[src/rtl/apb_ahb_if_multi.sv]
// AHB-Lite slave to APB4 master bridge driving NUM_SLV one-hot selected APB slaves.
// Optional macro APB_TIMEOUT_EN aborts an APB access that waits TIMEOUT_CYC cycles without pready.
//
// state  | meaning
// IDLE   | no transfer, ready to accept
// WDATA  | write accepted, capturing hwdata from the AHB data phase
// SETUP  | APB setup phase (psel=1, penable=0)
// ACCESS | APB access phase, waiting for pready of the selected slave
// DONE   | transfer completed OKAY, may accept the next one
// ERR1   | first ERROR response cycle (hreadyout=0)
// ERR2   | second ERROR response cycle (hreadyout=1), may accept the next one
module apb_ahb_if_multi #(
  parameter int ADDR_WIDTH  = 32,
  parameter int DATA_WIDTH  = 32,
  parameter int NUM_SLV     = 4,
  parameter int SLV_LSB     = 12,
  parameter int TIMEOUT_CYC = 255
) (
  input  logic                          hclk,
  input  logic                          hreset,
  input  logic                          hsel,
  input  logic [ADDR_WIDTH-1:0]         haddr,
  input  logic [1:0]                    htrans,
  input  logic                          hwrite,
  input  logic [2:0]                    hsize,
  input  logic [DATA_WIDTH-1:0]         hwdata,
  input  logic                          hready,
  output logic                          hreadyout,
  output logic                          hresp,
  output logic [DATA_WIDTH-1:0]         hrdata,
  output logic [NUM_SLV-1:0]            psel,
  output logic                          penable,
  output logic [ADDR_WIDTH-1:0]         paddr,
  output logic                          pwrite,
  output logic [DATA_WIDTH-1:0]         pwdata,
  output logic [DATA_WIDTH/8-1:0]       pstrb,
  input  logic [NUM_SLV*DATA_WIDTH-1:0] prdata,
  input  logic [NUM_SLV-1:0]            pready,
  input  logic [NUM_SLV-1:0]            pslverr
);

  localparam int SW = (NUM_SLV > 1) ? $clog2(NUM_SLV) : 1;
  localparam int BW = DATA_WIDTH / 8;
  localparam int BL = $clog2(BW);

  typedef enum logic [2:0] {
    S_IDLE, S_WDATA, S_SETUP, S_ACCESS, S_DONE, S_ERR1, S_ERR2
  } state_t;

  state_t                state_q, state_d;
  logic [SW-1:0]         idx_q;
  logic [SW-1:0]         dec_idx;
  logic [SW-1:0]         sel_idx;
  logic [BL-1:0]         lane;
  logic [4:0]            nbytes;
  logic [BW-1:0]         strb_calc;
  logic                  dec_err;
  logic                  can_accept;
  logic                  valid;
  logic                  pready_sel;
  logic                  pslverr_sel;
  logic [DATA_WIDTH-1:0] prdata_sel;
  logic                  tmo_hit;
  logic                  unused_ok;

  assign unused_ok = htrans[0];

  // Address-phase decode: slave index, size/alignment legality and write strobes.
  always_comb begin
    dec_idx   = haddr[SLV_LSB +: SW];
    lane      = haddr[BL-1:0];
    nbytes    = 5'd1 << hsize;
    dec_err   = (int'(dec_idx) >= NUM_SLV) || (hsize > 3'(BL)) ||
                ((lane & BL'(nbytes - 5'd1)) != '0);
    strb_calc = '0;
    for (int i = 0; i < BW; i++) begin
      strb_calc[i] = (i >= int'(lane)) && (i < int'(lane) + int'(nbytes));
    end
  end

  assign can_accept  = (state_q == S_IDLE) || (state_q == S_DONE) || (state_q == S_ERR2);
  assign valid       = hsel & hready & htrans[1];
  assign sel_idx     = can_accept ? dec_idx : idx_q;
  assign pready_sel  = pready[idx_q];
  assign pslverr_sel = pslverr[idx_q];
  assign prdata_sel  = prdata[idx_q*DATA_WIDTH +: DATA_WIDTH];

`ifdef APB_TIMEOUT_EN
  logic [15:0] tmo_cnt;

  always_ff @(posedge hclk) begin
    if (hreset) begin
      tmo_cnt <= '0;
    end else if (state_d == S_SETUP) begin
      tmo_cnt <= '0;
    end else if ((state_q == S_ACCESS) && !pready_sel) begin
      tmo_cnt <= tmo_cnt + 16'd1;
    end
  end

  // Hit on the TIMEOUT_CYC-th ACCESS cycle that still sees no pready.
  assign tmo_hit = (state_q == S_ACCESS) && (tmo_cnt == 16'(TIMEOUT_CYC - 1));
`else
  assign tmo_hit = 1'b0;
`endif

  always_comb begin
    state_d = state_q;
    case (state_q)
      S_IDLE, S_DONE, S_ERR2: begin
        if (valid) begin
          if (dec_err)     state_d = S_ERR1;
          else if (hwrite) state_d = S_WDATA;
          else             state_d = S_SETUP;
        end else begin
          state_d = S_IDLE;
        end
      end
      S_WDATA:  state_d = S_SETUP;
      S_SETUP:  state_d = S_ACCESS;
      S_ACCESS: begin
        if (pready_sel)   state_d = pslverr_sel ? S_ERR1 : S_DONE;
        else if (tmo_hit) state_d = S_ERR1;
      end
      S_ERR1:   state_d = S_ERR2;
      default:  state_d = S_IDLE;
    endcase
  end

  // Outputs are decoded from the next state so every output leaves a flop.
  always_ff @(posedge hclk) begin
    if (hreset) begin
      state_q   <= S_IDLE;
      idx_q     <= '0;
      hreadyout <= 1'b1;
      hresp     <= 1'b0;
      hrdata    <= '0;
      psel      <= '0;
      penable   <= 1'b0;
      paddr     <= '0;
      pwrite    <= 1'b0;
      pwdata    <= '0;
      pstrb     <= '0;
    end else begin
      state_q   <= state_d;
      hreadyout <= (state_d == S_IDLE) || (state_d == S_DONE) || (state_d == S_ERR2);
      hresp     <= (state_d == S_ERR1) || (state_d == S_ERR2);
      penable   <= (state_d == S_ACCESS);
      psel      <= ((state_d == S_SETUP) || (state_d == S_ACCESS)) ?
                   (NUM_SLV'(1) << sel_idx) : '0;
      if (can_accept && valid && !dec_err) begin
        idx_q  <= dec_idx;
        paddr  <= haddr;
        pwrite <= hwrite;
        pstrb  <= hwrite ? strb_calc : '0;
      end
      if (state_q == S_WDATA) begin
        pwdata <= hwdata;
      end
      if ((state_q == S_ACCESS) && pready_sel && !pslverr_sel && !pwrite) begin
        hrdata <= prdata_sel;
      end
    end
  end

endmodule

[config.mk]
export PLATFORM = sky130hd
export DESIGN_NAME = apb_ahb_if_multi
export DESIGN_NICKNAME = d
export VERILOG_FILES = /design/src/rtl/apb_ahb_if_multi.sv
export SDC_FILE = /design/constraint.sdc
export NUM_CORES = 1
export LEC_CHECK = 0
export BUFFER_PORTS_ARGS = -buffer_cell sky130_fd_sc_hd__clkbuf_2
export CAP_MARGIN = 15
export CORE_ASPECT_RATIO = 0.5
export CORE_MARGIN = 2
export CORE_UTILIZATION = 35
export CTS_BUF_LIST = sky130_fd_sc_hd__clkbuf_8
export CTS_CLUSTER_DIAMETER = 30
export DETAILED_ROUTE_END_ITERATION = 8
export PLACE_DENSITY = 0.69
export SLEW_MARGIN = 20
export SYNTH_ARGS = -nofsm -noshare
export SYNTH_HDL_FRONTEND = slang
export SYNTH_SLANG_ARGS = --single-unit
export TNS_END_PERCENT = 50
[constraint.sdc]
create_clock -name hclk -period 2.5 [get_ports hclk]
set_input_delay 0.25 -clock hclk [delete_from_list [all_inputs] [get_ports hclk]]
set_output_delay 0.25 -clock hclk [all_outputs]
set_load 0.02 [all_outputs]
# After elaboration in Yosys (flattened, before gate mapping)
# Index checks and enable logic that the tools add are counted.
# totals
register_bits	113
in_bits	210
out_inout_bits	108
word_cells	75
# op_classes
addsub	2
n_lt_le_gt_ge	9
n_eq_ne	11
n_shift	3
n_mux	12
bitwise_logic	4
n_reduce_logical	23
# op_table
operator	n
128-bit by 8-bit indexed part select with 32-bit output	1
1-bit by 32-bit < comparator with 1-bit output, first input constant	1
2-bit by 32-bit < comparator with 1-bit output, first input constant	1
3-bit by 32-bit < comparator with 1-bit output, first input constant	1
3-bit equality test, second input constant	6
3-bit case mux with 5 select lines	1
3-bit by 2-bit equality test with 1-bit output, second input constant	4
3-bit two-way mux	3
1-bit logical AND	8
1-bit logical OR	7
2-bit by 5-bit adder with 6-bit output	1
3-bit logical NOT	2
2-bit by 6-bit < comparator with 1-bit output, first input constant	1
1-bit by 3-bit left shift with 5-bit output, first input constant	1
1-bit binary-select mux with 2-bit select	2
1-bit by 2-bit greater-or-equal comparator with 1-bit output, first input constant	2
2-bit two-way mux	2
4-bit two-way mux	1
1-bit by 2-bit left shift with 4-bit output, first input constant	1
3-bit by 1-bit equality test with 1-bit output, second input constant	1
3-bit by 2-bit > comparator with 1-bit output, second input constant	1
1-bit logical NOT	3
2-bit by 3-bit < comparator with 1-bit output, second input constant	1
1-bit two-way mux	3
8 further kinds	9

# Depth between registers and ports, before layout
# Gate-level depths: netlist of run 1.
# depth
depth_word	12
mapped_depth	8
depth_no_buf	8

# Worst setup path after synthesis of run 1
# No wires, ideal clock.
# synth_timing
kind	flip-flop to flip-flop
startpoint	register paddr[12] (netlist name)
endpoint	register hrdata[10]
setup_time_ns	0.128
t_arrival_ns	2.047
t_required_ns	2.372
slack_ns	0.325
stages_incl_launch_ff	8
n_path_buf	2
synth_period_minus_slack_ns	2.175
cell_sequence	dfxtp_1 > buf_6 > mux4_2 > nand3b_1 > nor3_2 > buf_4 > mux2i_1 > nor2_1
# synth_rtl
item	line_no	rtl
end signal: assignment	161	hrdata <= prdata_sel;
end: declaration	30	output logic [DATA_WIDTH-1:0] hrdata,

# Worst setup path after layout of run 1
# layout_timing
startpoint	input port hsize[1]
endpoint	register pstrb[2]
# layout_via
elab_chain_len	7
word_cells_on_any_way	12
cone_classes	2 x add/sub; 2 x order compare; 1 x shift; 1 x mux; 1 x bitwise; 5 x reduce/logical
# layout_rtl
item	line_no	rtl
start: declaration	25	input logic [2:0] hsize,
branches (longest 7 deep; another with 3-bit by 32-bit < comparator with 1-bit output)	-	
end signal: assignment	155	pstrb <= hwrite ? strb_calc : '0;
end: declaration	36	output logic [DATA_WIDTH/8-1:0] pstrb,
# Several ways; the timed one is not identified.
# A chain may end at the register's enable or synchronous reset.

==> reports/qor.log, run 1 <==
qor: drt.wl_per_instance 14.73 µm
qor: floorplanning.row_count 30
qor: pwr.pwr-share-seq 0.528
qor: drt.drt_pre_antenna_iters 4
qor: synthesis.yosysMostFrequentCell sky130_fd_sc_hd__nand2_1
qor: synthesis.part_of_the_yosys_area_used_for_sequential_elements 0.4576
qor: synthesis.syn_area_per_cell 9.503 µm²
qor: global_routing.grt_pass1_vias 4520
qor: critical_path.worst_setup_path_start_kind input pin
qor: synthesis.postSynthCellCount 511
qor: synthesis.ys_top_cells_by_count 136 x sky130_fd_sc_hd__nand2_1, 111 x sky130_fd_sc_hd__dfxtp_1, 70 x sky130_fd_sc_hd__a21oi_1
qor: floorplanning.die_w 170.6 µm
qor: synthesis.synthDominantCellAreaShare 0.4576
qor: clock_network.tritoncts.num_buffers 9
qor: clock_network.cts_root_buffer sky130_fd_sc_hd__clkbuf_8
qor: critical_path.cp-startpoint hsize[1]
qor: global_routing.grt_first_pass_wirelength 22960 µm
qor: synthesis.synth_nets 724
qor: synthesis.post_synth_instance_area 4856 µm²
qor: critical_path.setup.worst_path.end_class flip-flop
qor: clock_network.cts_max_level 3
qor: sta.achievable-frequency 476.3 MHz
qor: sta.fin_setup_tns 0 ns
qor: synthesis.yosys.area.top_type sky130_fd_sc_hd__dfxtp_1
qor: drt.route.antenna.remaining_nets 0
qor: synthesis.synth.ff_latch_count 111
qor: sta.rsz_0062_raised_after_global_routing no
qor: final_layout.synthToLayoutAreaGrowth 40.87%
qor: drt.routed_wl 14830 µm
qor: pwr.leakagePower 3.003 nW
qor: hold_path.worstHoldPathType in -> reg
qor: sta.report.final.setup_viol 0
qor: synthesis.number_of_synthesized_flops_with_an_enable_pin 0
qor: floorplanning.start_util 0.3584
qor: drt.number_of_design_rule_violations_left_after_detail_routing 0
qor: pwr.ir_drop 0.2523 mV
qor: drt.via_count 4734
qor: synthesis.synthesis.yosys.warnings 0
qor: sta.hold_viol 0
qor: floorplanning.die_h 87.29 µm
qor: final_layout.antenna-diode-count 0
qor: clock_network.postCtsHoldBufs 0
qor: floorplanning.io_pins 318
qor: global_routing.grt.total_usage 0.1993
qor: sta.report.final.slew_viol_count 0
qor: final_layout.seqCellArea 2223 µm²
qor: floorplanning.die-area 14890 µm²
qor: synthesis.synth_area_leaders sky130_fd_sc_hd__dfxtp_1 46%, sky130_fd_sc_hd__mux4_2 16%, sky130_fd_sc_hd__nand2_1 11%
qor: global_routing.antenna_found_initial 0
qor: sta.final_min_period_over_clock_period 0.8398
qor: clock_network.post_cts.repair.setup_buffers 0
qor: final_layout.final_nets 1023
qor: drt.dr.first_iter.drc_count 230
qor: final_layout.multi_input_comb_area 2472 µm²
qor: placement.gpl.final_weighted_congestion 0.8904
qor: final_layout.fillCellCount 1301
qor: placement.detailed_place_hpwl 11550 µm
qor: job.cap_violations 0
qor: critical_path.reg2reg_from paddr[12]
qor: synthesis.yosys_most_used_dff sky130_fd_sc_hd__dfxtp_1
qor: synthesis.ys_types 37
qor: pwr.share_comb_of_total_power 0.137
qor: sta.period_minus_slack 2.099 ns
qor: pwr.pwr_density_cell 505.2 nW/µm²
qor: floorplanning.fp.coreArea 13550 µm²
qor: clock_network.cts_tree built
qor: pwr.net-switching-power 0.8673 mW
qor: critical_path.cp_slowest_stage_delay 0.58 ns
qor: critical_path.critical_path.cell_chain clkbuf_2, or3_1, nor2_1, fa_1, or4b_2, nand3_1, o21ai_0, o2111ai_1, a21oi_1
qor: pwr.clkPwrFrac 0.335
qor: critical_path.worst_path_max_delay_cell sky130_fd_sc_hd__or4b_2
qor: sta.worst_pin_slew 0.5980 ns
qor: global_routing.grt_start_max_net_pins 55
qor: placement.number_of_buffers_inserted_by_port_buffering 316
qor: run_status.status complete, no violations
qor: critical_path.worst-endpoint-arrival 2.34 ns
qor: global_routing.globalRoute.totalOverflow 0
qor: clock_network.post_cts_resize_count 0
qor: pwr.internal-power 2.588 mW
qor: clock_network.clkTransAtPathRegs 0.10 ns
qor: critical_path.setup.worst_path.class in -> reg
qor: drt.drt-vias-per-instance 4.701
qor: final_layout.final_cell_utilization_of_the_core 0.5048
qor: pwr.switching_share 0.2510
qor: synthesis.async_reset_ff_frac 0
qor: final_layout.drive_above_1_share 0.4675
qor: hold_path.worst_hold_startpoint haddr[17]
qor: critical_path.critical_path_peak_fanout 5
qor: clock_network.cts_buffer_depth 2
qor: sta.max-slew-margin-rel 0.6014
qor: clock_network.clkLatencyLatePin 0.37 ns
qor: sta.fin_skew 0.01007 ns
qor: clock_network.cts.sink_count 111
qor: critical_path.worst_path_required_time 2.74 ns
==> cell families after synthesis <==
group / synth area share
simple gates: 0.1796
flops: 0.4576
compound gates: 0.09070
mux: 0.2278
buf+inv: 0.03504
fa+ha+maj: 0.009275
==> registers in the layout, indices dropped and copies added (netlist names), 3 cells and up <==
name	cells
hrdata	32
paddr	32
psel	4
pstrb	4
pwdata	32
state_q	3
==> worst paths after layout <==
check | end | slack, ns | depth (start not counted)
setup / recovery | pstrb[2] | 0.40 | 9
hold / removal | paddr[17] | 0.08 | 3
setup reg to reg | hrdata[17] | 0.45 | 6
hold reg to reg | paddr[17] | 0.46 | 2
==> per-stage QoR <==
step | power (mW) | hold WS, ns | setup WS (ns) | instances | cell area [µm²]
final | 3.456 | 0.08258 | 0.4006 | 1007 | 6840
after global routing | 3.620 | 0.05041 | 0.2231 | 1007 | 6840
after CTS | 3.510 | 0.05926 | 0.4298 | 1007 | 6840
after detailed placement | 2.340 | 0.4468 | 0.04711 | 991 | 6624
after global placement | 2.327 | 0.4413 | 0.09012 | 991 | 6624
after floorplan | 2.088 | 0.3860 | 0.3255 | 511 | 4856
==> cells in the final DEF (no fill, tap or decap), types with 2 or more instances in the layout <==
cell | netlist | final
sky130_fd_sc_hd__buf_4 | 3 | 8
sky130_fd_sc_hd__buf_12 | 0 | 2
sky130_fd_sc_hd__inv_6 | 0 | 2
sky130_fd_sc_hd__ha_1 | 2 | 2
sky130_fd_sc_hd__dfxtp_1 | 111 | 110
sky130_fd_sc_hd__nor3_1 | 4 | 4
sky130_fd_sc_hd__a211oi_1 | 3 | 3
sky130_fd_sc_hd__nand3_1 | 4 | 4
sky130_fd_sc_hd__clkbuf_8 | 0 | 12
sky130_fd_sc_hd__nand2_1 | 136 | 136
sky130_fd_sc_hd__or3_1 | 2 | 2
sky130_fd_sc_hd__nand2b_1 | 4 | 4
sky130_fd_sc_hd__inv_1 | 3 | 4
sky130_fd_sc_hd__mux4_2 | 34 | 34
sky130_fd_sc_hd__mux2i_1 | 34 | 34
sky130_fd_sc_hd__nor2_1 | 40 | 40
sky130_fd_sc_hd__o21ai_0 | 2 | 2
sky130_fd_sc_hd__nand3b_1 | 2 | 2
sky130_fd_sc_hd__o2111ai_1 | 2 | 2
sky130_fd_sc_hd__nor2b_1 | 4 | 3
sky130_fd_sc_hd__clkbuf_2 | 0 | 315
sky130_fd_sc_hd__a21oi_1 | 70 | 70
sky130_fd_sc_hd__nor3b_1 | 3 | 3
==> worst max-delay path: cells and delay by family <==
| kind | cells | cell delay (ns) |
|---|---|---|
| buffers and inverters | 1 | 0.12 |
| AOI/OAI and AO/OA | 3 | 0.52 |
| adders and majority gates | 1 | 0.22 |
| and+or+nand+nor | 4 | 1.21 |
==> area by class of cell <==
cell class | count | share of cell area
Clock buffer | 12 | 0.02414
Clock inverter | 4 | 0.007500
Inverter | 3 | 0.001646
Multi-Input combinational cell | 360 | 0.3614
Sequential cell | 111 | 0.3250
Tap cell | 192 | 0.03512
Timing Repair Buffer | 325 | 0.2451
==> power groups by stage <==
stage	Combinational, mW	Clock (mW)	Sequential, mW
2_1_floorplan	0.184	0	1.90
3_3_place_gp	0.464	0	1.86
3_5_place_dp	0.475	0	1.87
4_1_cts	0.477	1.21	1.82
5_1_grt	0.521	1.27	1.83
6_report	0.474	1.16	1.82
==> metal layers <==
| metal | share of wire | track usage |
|---|---|---|
| met4 | 0.016 | 0.06216 |
| met1 | 0.41 | 0.2436 |
| met3 | 0.068 | 0.05952 |
| met2 | 0.50 | 0.3416 |
| met5 | 0 | 0 |
(Power assumes the default switching activity.)
==> inputs of run 2 (changes only) <==
--- a/config.mk
+++ b/config.mk
@@ -13,7 +13,7 @@
 export CTS_BUF_LIST = sky130_fd_sc_hd__clkbuf_8
 export CTS_CLUSTER_DIAMETER = 30
 export DETAILED_ROUTE_END_ITERATION = 8
-export PLACE_DENSITY = 0.69
+export PLACE_DENSITY = 0.71
 export SLEW_MARGIN = 20
 export SYNTH_ARGS = -nofsm -noshare
 export SYNTH_HDL_FRONTEND = slang
==> constraint.sdc (replaced) <==
create_clock -name hclk -period 1.7 [get_ports hclk]
set_input_delay 0.17 -clock hclk [delete_from_list [all_inputs] [get_ports hclk]]
set_output_delay 0.17 -clock hclk [all_outputs]
set_load 0.02 [all_outputs]
==> run 2 against run 1 <==
  * The run now ends with negative setup slack left
  * Worst setup slack worse by 0.76 ns
  * Sequential share of layout area is 2.4 points lower
  * Die area stayed put
  * First-iteration DRC count is 10% lower
  * Sequential power is 47% higher
  * Via count is 6.9% higher
  * Clock skew hardly changed
  * Global-route usage is 1.0 points higher
==> reports/qor.log, run 2 (same netlist as run 1, synthesis figures left out) <==
qor: drt.wl_per_instance 15.49 µm [was 14.73 µm]
qor: critical_path.critical_path_peak_fanout 8 [was 5]
qor: clock_network.tritoncts.num_buffers 9 [unchanged]
qor: critical_path.worst_setup_path_start_kind flip-flop [was input pin]
qor: drt.number_of_design_rule_violations_left_after_detail_routing 0 [unchanged]
qor: clock_network.cts_root_buffer sky130_fd_sc_hd__clkbuf_8 [unchanged]
qor: critical_path.worst_path_required_time 1.93 ns [was 2.74 ns]
qor: floorplanning.start_util 0.3584 [unchanged]
qor: pwr.leakagePower 3.271 nW [was 3.003 nW]
qor: clock_network.cts.sink_count 111 [unchanged]
qor: drt.via_count 5063 [was 4734]
qor: sta.worst_pin_slew 0.5739 ns [was 0.5980 ns]
qor: final_layout.synthToLayoutAreaGrowth 52.41% [was 40.87%]
qor: global_routing.globalRoute.totalOverflow 0 [unchanged]
qor: sta.fin_skew 0.009943 ns [was 0.01007 ns]
qor: global_routing.grt_start_max_net_pins 103 [was 55]
qor: hold_path.worstHoldPathType in -> reg [unchanged]
qor: critical_path.setup.worst_path.class reg -> reg [was in -> reg]
qor: clock_network.cts_max_level 3 [unchanged]
qor: hold_path.min_path_cells 3 [unchanged]
qor: sta.report.final.slew_viol_count 0 [unchanged]
qor: clock_network.cts_tree built [unchanged]
qor: run_status.violations_in_the_final_reports negative setup slack
qor: sta.fin_setup_tns -11.98 ns [was 0 ns]
qor: sta.final_min_period_over_clock_period 1.213
qor: drt.dr.first_iter.drc_count 206 [was 230]
qor: final_layout.final_cell_utilization_of_the_core 0.5462 [was 0.5048]
qor: clock_network.clkLatencyLatePin 0.36 ns [was 0.37 ns]
qor: critical_path.timing.reg2reg.worst_path_depth 7 [was 6]
qor: placement.number_of_buffers_inserted_by_port_buffering 316 [unchanged]
qor: placement.gpl.final_weighted_congestion 0.9202 [was 0.8904]
qor: sta.finalWorstSetupSlack -0.3620 ns [was 0.4006 ns]
qor: sta.max-slew-margin-rel 0.6174 [was 0.6014]
qor: drt.drt-vias-per-instance 4.795 [was 4.701]
qor: sta.period_minus_slack 2.062 ns
qor: final_layout.seqCellArea 2226 µm² [was 2223 µm²]
qor: final_layout.layout.cells.most_common_list 315 x sky130_fd_sc_hd__clkbuf_2, 136 x sky130_fd_sc_hd__nand2_1, 110 x sky130_fd_sc_hd__dfxtp_1 [unchanged]
qor: sta.report.final.setup_viol 40 [was 0]
qor: final_layout.drive_above_1_share 0.4907 [was 0.4675]
qor: final_layout.mostFrequentLayoutCell sky130_fd_sc_hd__clkbuf_2 [unchanged]
qor: run_status.status complete, but fails checks [was complete, no violations]
qor: critical_path.worst-endpoint-arrival 2.30 ns [was 2.34 ns]
qor: final_layout.fillCellCount 1248 [was 1301]
qor: final_layout.multi_input_comb_area 2549 µm² [was 2472 µm²]
qor: clock_network.clkTransAtPathRegs 0.10 ns [about the same]
qor: job.cap_violations 0 [unchanged]
qor: sta.rsz_0062_raised_after_global_routing yes [was no]
qor: global_routing.grt_pass1_vias 4748 [was 4520]
qor: drt.route.antenna.remaining_nets 0 [unchanged]
qor: floorplanning.die-area 14890 µm² [unchanged]
qor: final_layout.layout.cells.non_filler 1056 [was 1007]
qor: placement.detailed_place_hpwl 12120 µm [was 11550 µm]
qor: global_routing.antenna_found_initial 0 [unchanged]
qor: clock_network.cts_buffer_depth 2 [unchanged]
qor: drt.drt_pre_antenna_iters 4 [unchanged]
qor: pwr.pwr_density_cell 679.4 nW/µm² [was 505.2 nW/µm²]
qor: sta.hold_viol 0 [unchanged]
qor: drt.routed_wl 16360 µm [was 14830 µm]
qor: floorplanning.die_h 87.29 µm [unchanged]
qor: sta.achievable-frequency 485.0 MHz
qor: floorplanning.io_pins 318 [unchanged]
qor: pwr.ir_drop 0.3540 mV [was 0.2523 mV]
qor: global_routing.grt.total_usage 0.2094 [was 0.1993]
qor: critical_path.setup.worst_path.end_class flip-flop [unchanged]
qor: placement.post-place-cells 1014 [was 991]
qor: final_layout.largestRegisters hrdata: 32 flops, paddr: 32 flops, pwdata: 32 flops [unchanged]
qor: floorplanning.row_count 30 [unchanged]
qor: floorplanning.die_w 170.6 µm [unchanged]
qor: final_layout.final_nets 1073 [was 1023]
qor: final_layout.antenna-diode-count 0 [unchanged]
qor: placement.post-place-ws -0.4552 ns [was 0.04711 ns]
qor: global_routing.grt_first_pass_wirelength 24230 µm [was 22960 µm]
qor: floorplanning.fp.coreArea 13550 µm² [unchanged]
[run 2: cell type report]
| cell class | count | area share |
|---|---|---|
| Sequential cell | 111 | 0.3008 |
| Tap cell | 192 | 0.03246 |
| Inverter | 3 | 0.001522 |
| Clock inverter | 5 | 0.006932 |
| Multi-Input combinational cell | 360 | 0.3444 |
| Timing Repair Buffer | 375 | 0.2954 |
| Clock buffer | 10 | 0.01860 |
[run 2: critical path: stages, from the launching register on]
cell                        delay (ns)
sky130_fd_sc_hd__dfxtp_4          0.39
sky130_fd_sc_hd__mux4_2           0.52
sky130_fd_sc_hd__nand3b_1         0.24
sky130_fd_sc_hd__nor3_4           0.16
sky130_fd_sc_hd__buf_4            0.18
sky130_fd_sc_hd__clkbuf_16        0.18
sky130_fd_sc_hd__mux2i_1          0.20
sky130_fd_sc_hd__nor2_1           0.06
[run 2: final timing paths]
kind | start | endpoint | slack (ns)
setup / recovery | paddr[12] | hrdata[22] | -0.36
setup reg to reg | paddr[12] | hrdata[22] | -0.36
hold / removal | hwdata[3] | pwdata[3] | 0.02
hold reg to reg | pwdata[5] | pwdata[5] | 0.46
[run 2: timing repair]
action	4_1_cts	5_1_grt
resized for setup	4	9
setup buffers	4	0
endpoints found under the setup margin	43	78
hold buffers	18	2
pin swaps	3	2
gates cloned	1	2
hold endpoints to repair	18	2
[run 2: layer usage]
layer | track usage | routed length, µm | vias up | part of all wire
met5 | 0 | 0 | - | 0
met4 | 0.07692 | 330 | 0 | 0.020
met3 | 0.06179 | 1140 | 30 | 0.070
met2 | 0.3717 | 8296 | 164 | 0.51
met1 | 0.2425 | 6591 | 2402 | 0.40
li1 | - | - | 2467 | -
[run 2: report_power, final]
| group | internal, mW | leakage, nW | switching (mW) | total (mW) |
|---|---|---|---|---|
| Sequential | 2.65 | 0.897 | 0.0256 | 2.68 |
| Combinational | 0.419 | 2.27 | 0.385 | 0.804 |
| Clock | 0.706 | 0.105 | 0.842 | 1.55 |
[run 2: metrics by stage]
step | area [µm²] | power [mW] | hold slack [ns]
3_3_place_gp | 6852 | 3.466 | 0.3926
5_1_grt | 7401 | 5.280 | 0.004175
2_1_floorplan | 4902 | 3.076 | 0.2957
6_report | 7401 | 5.028 | 0.02185
4_1_cts | 7292 | 5.070 | 0.0006809
3_5_place_dp | 6852 | 3.483 | 0.3981
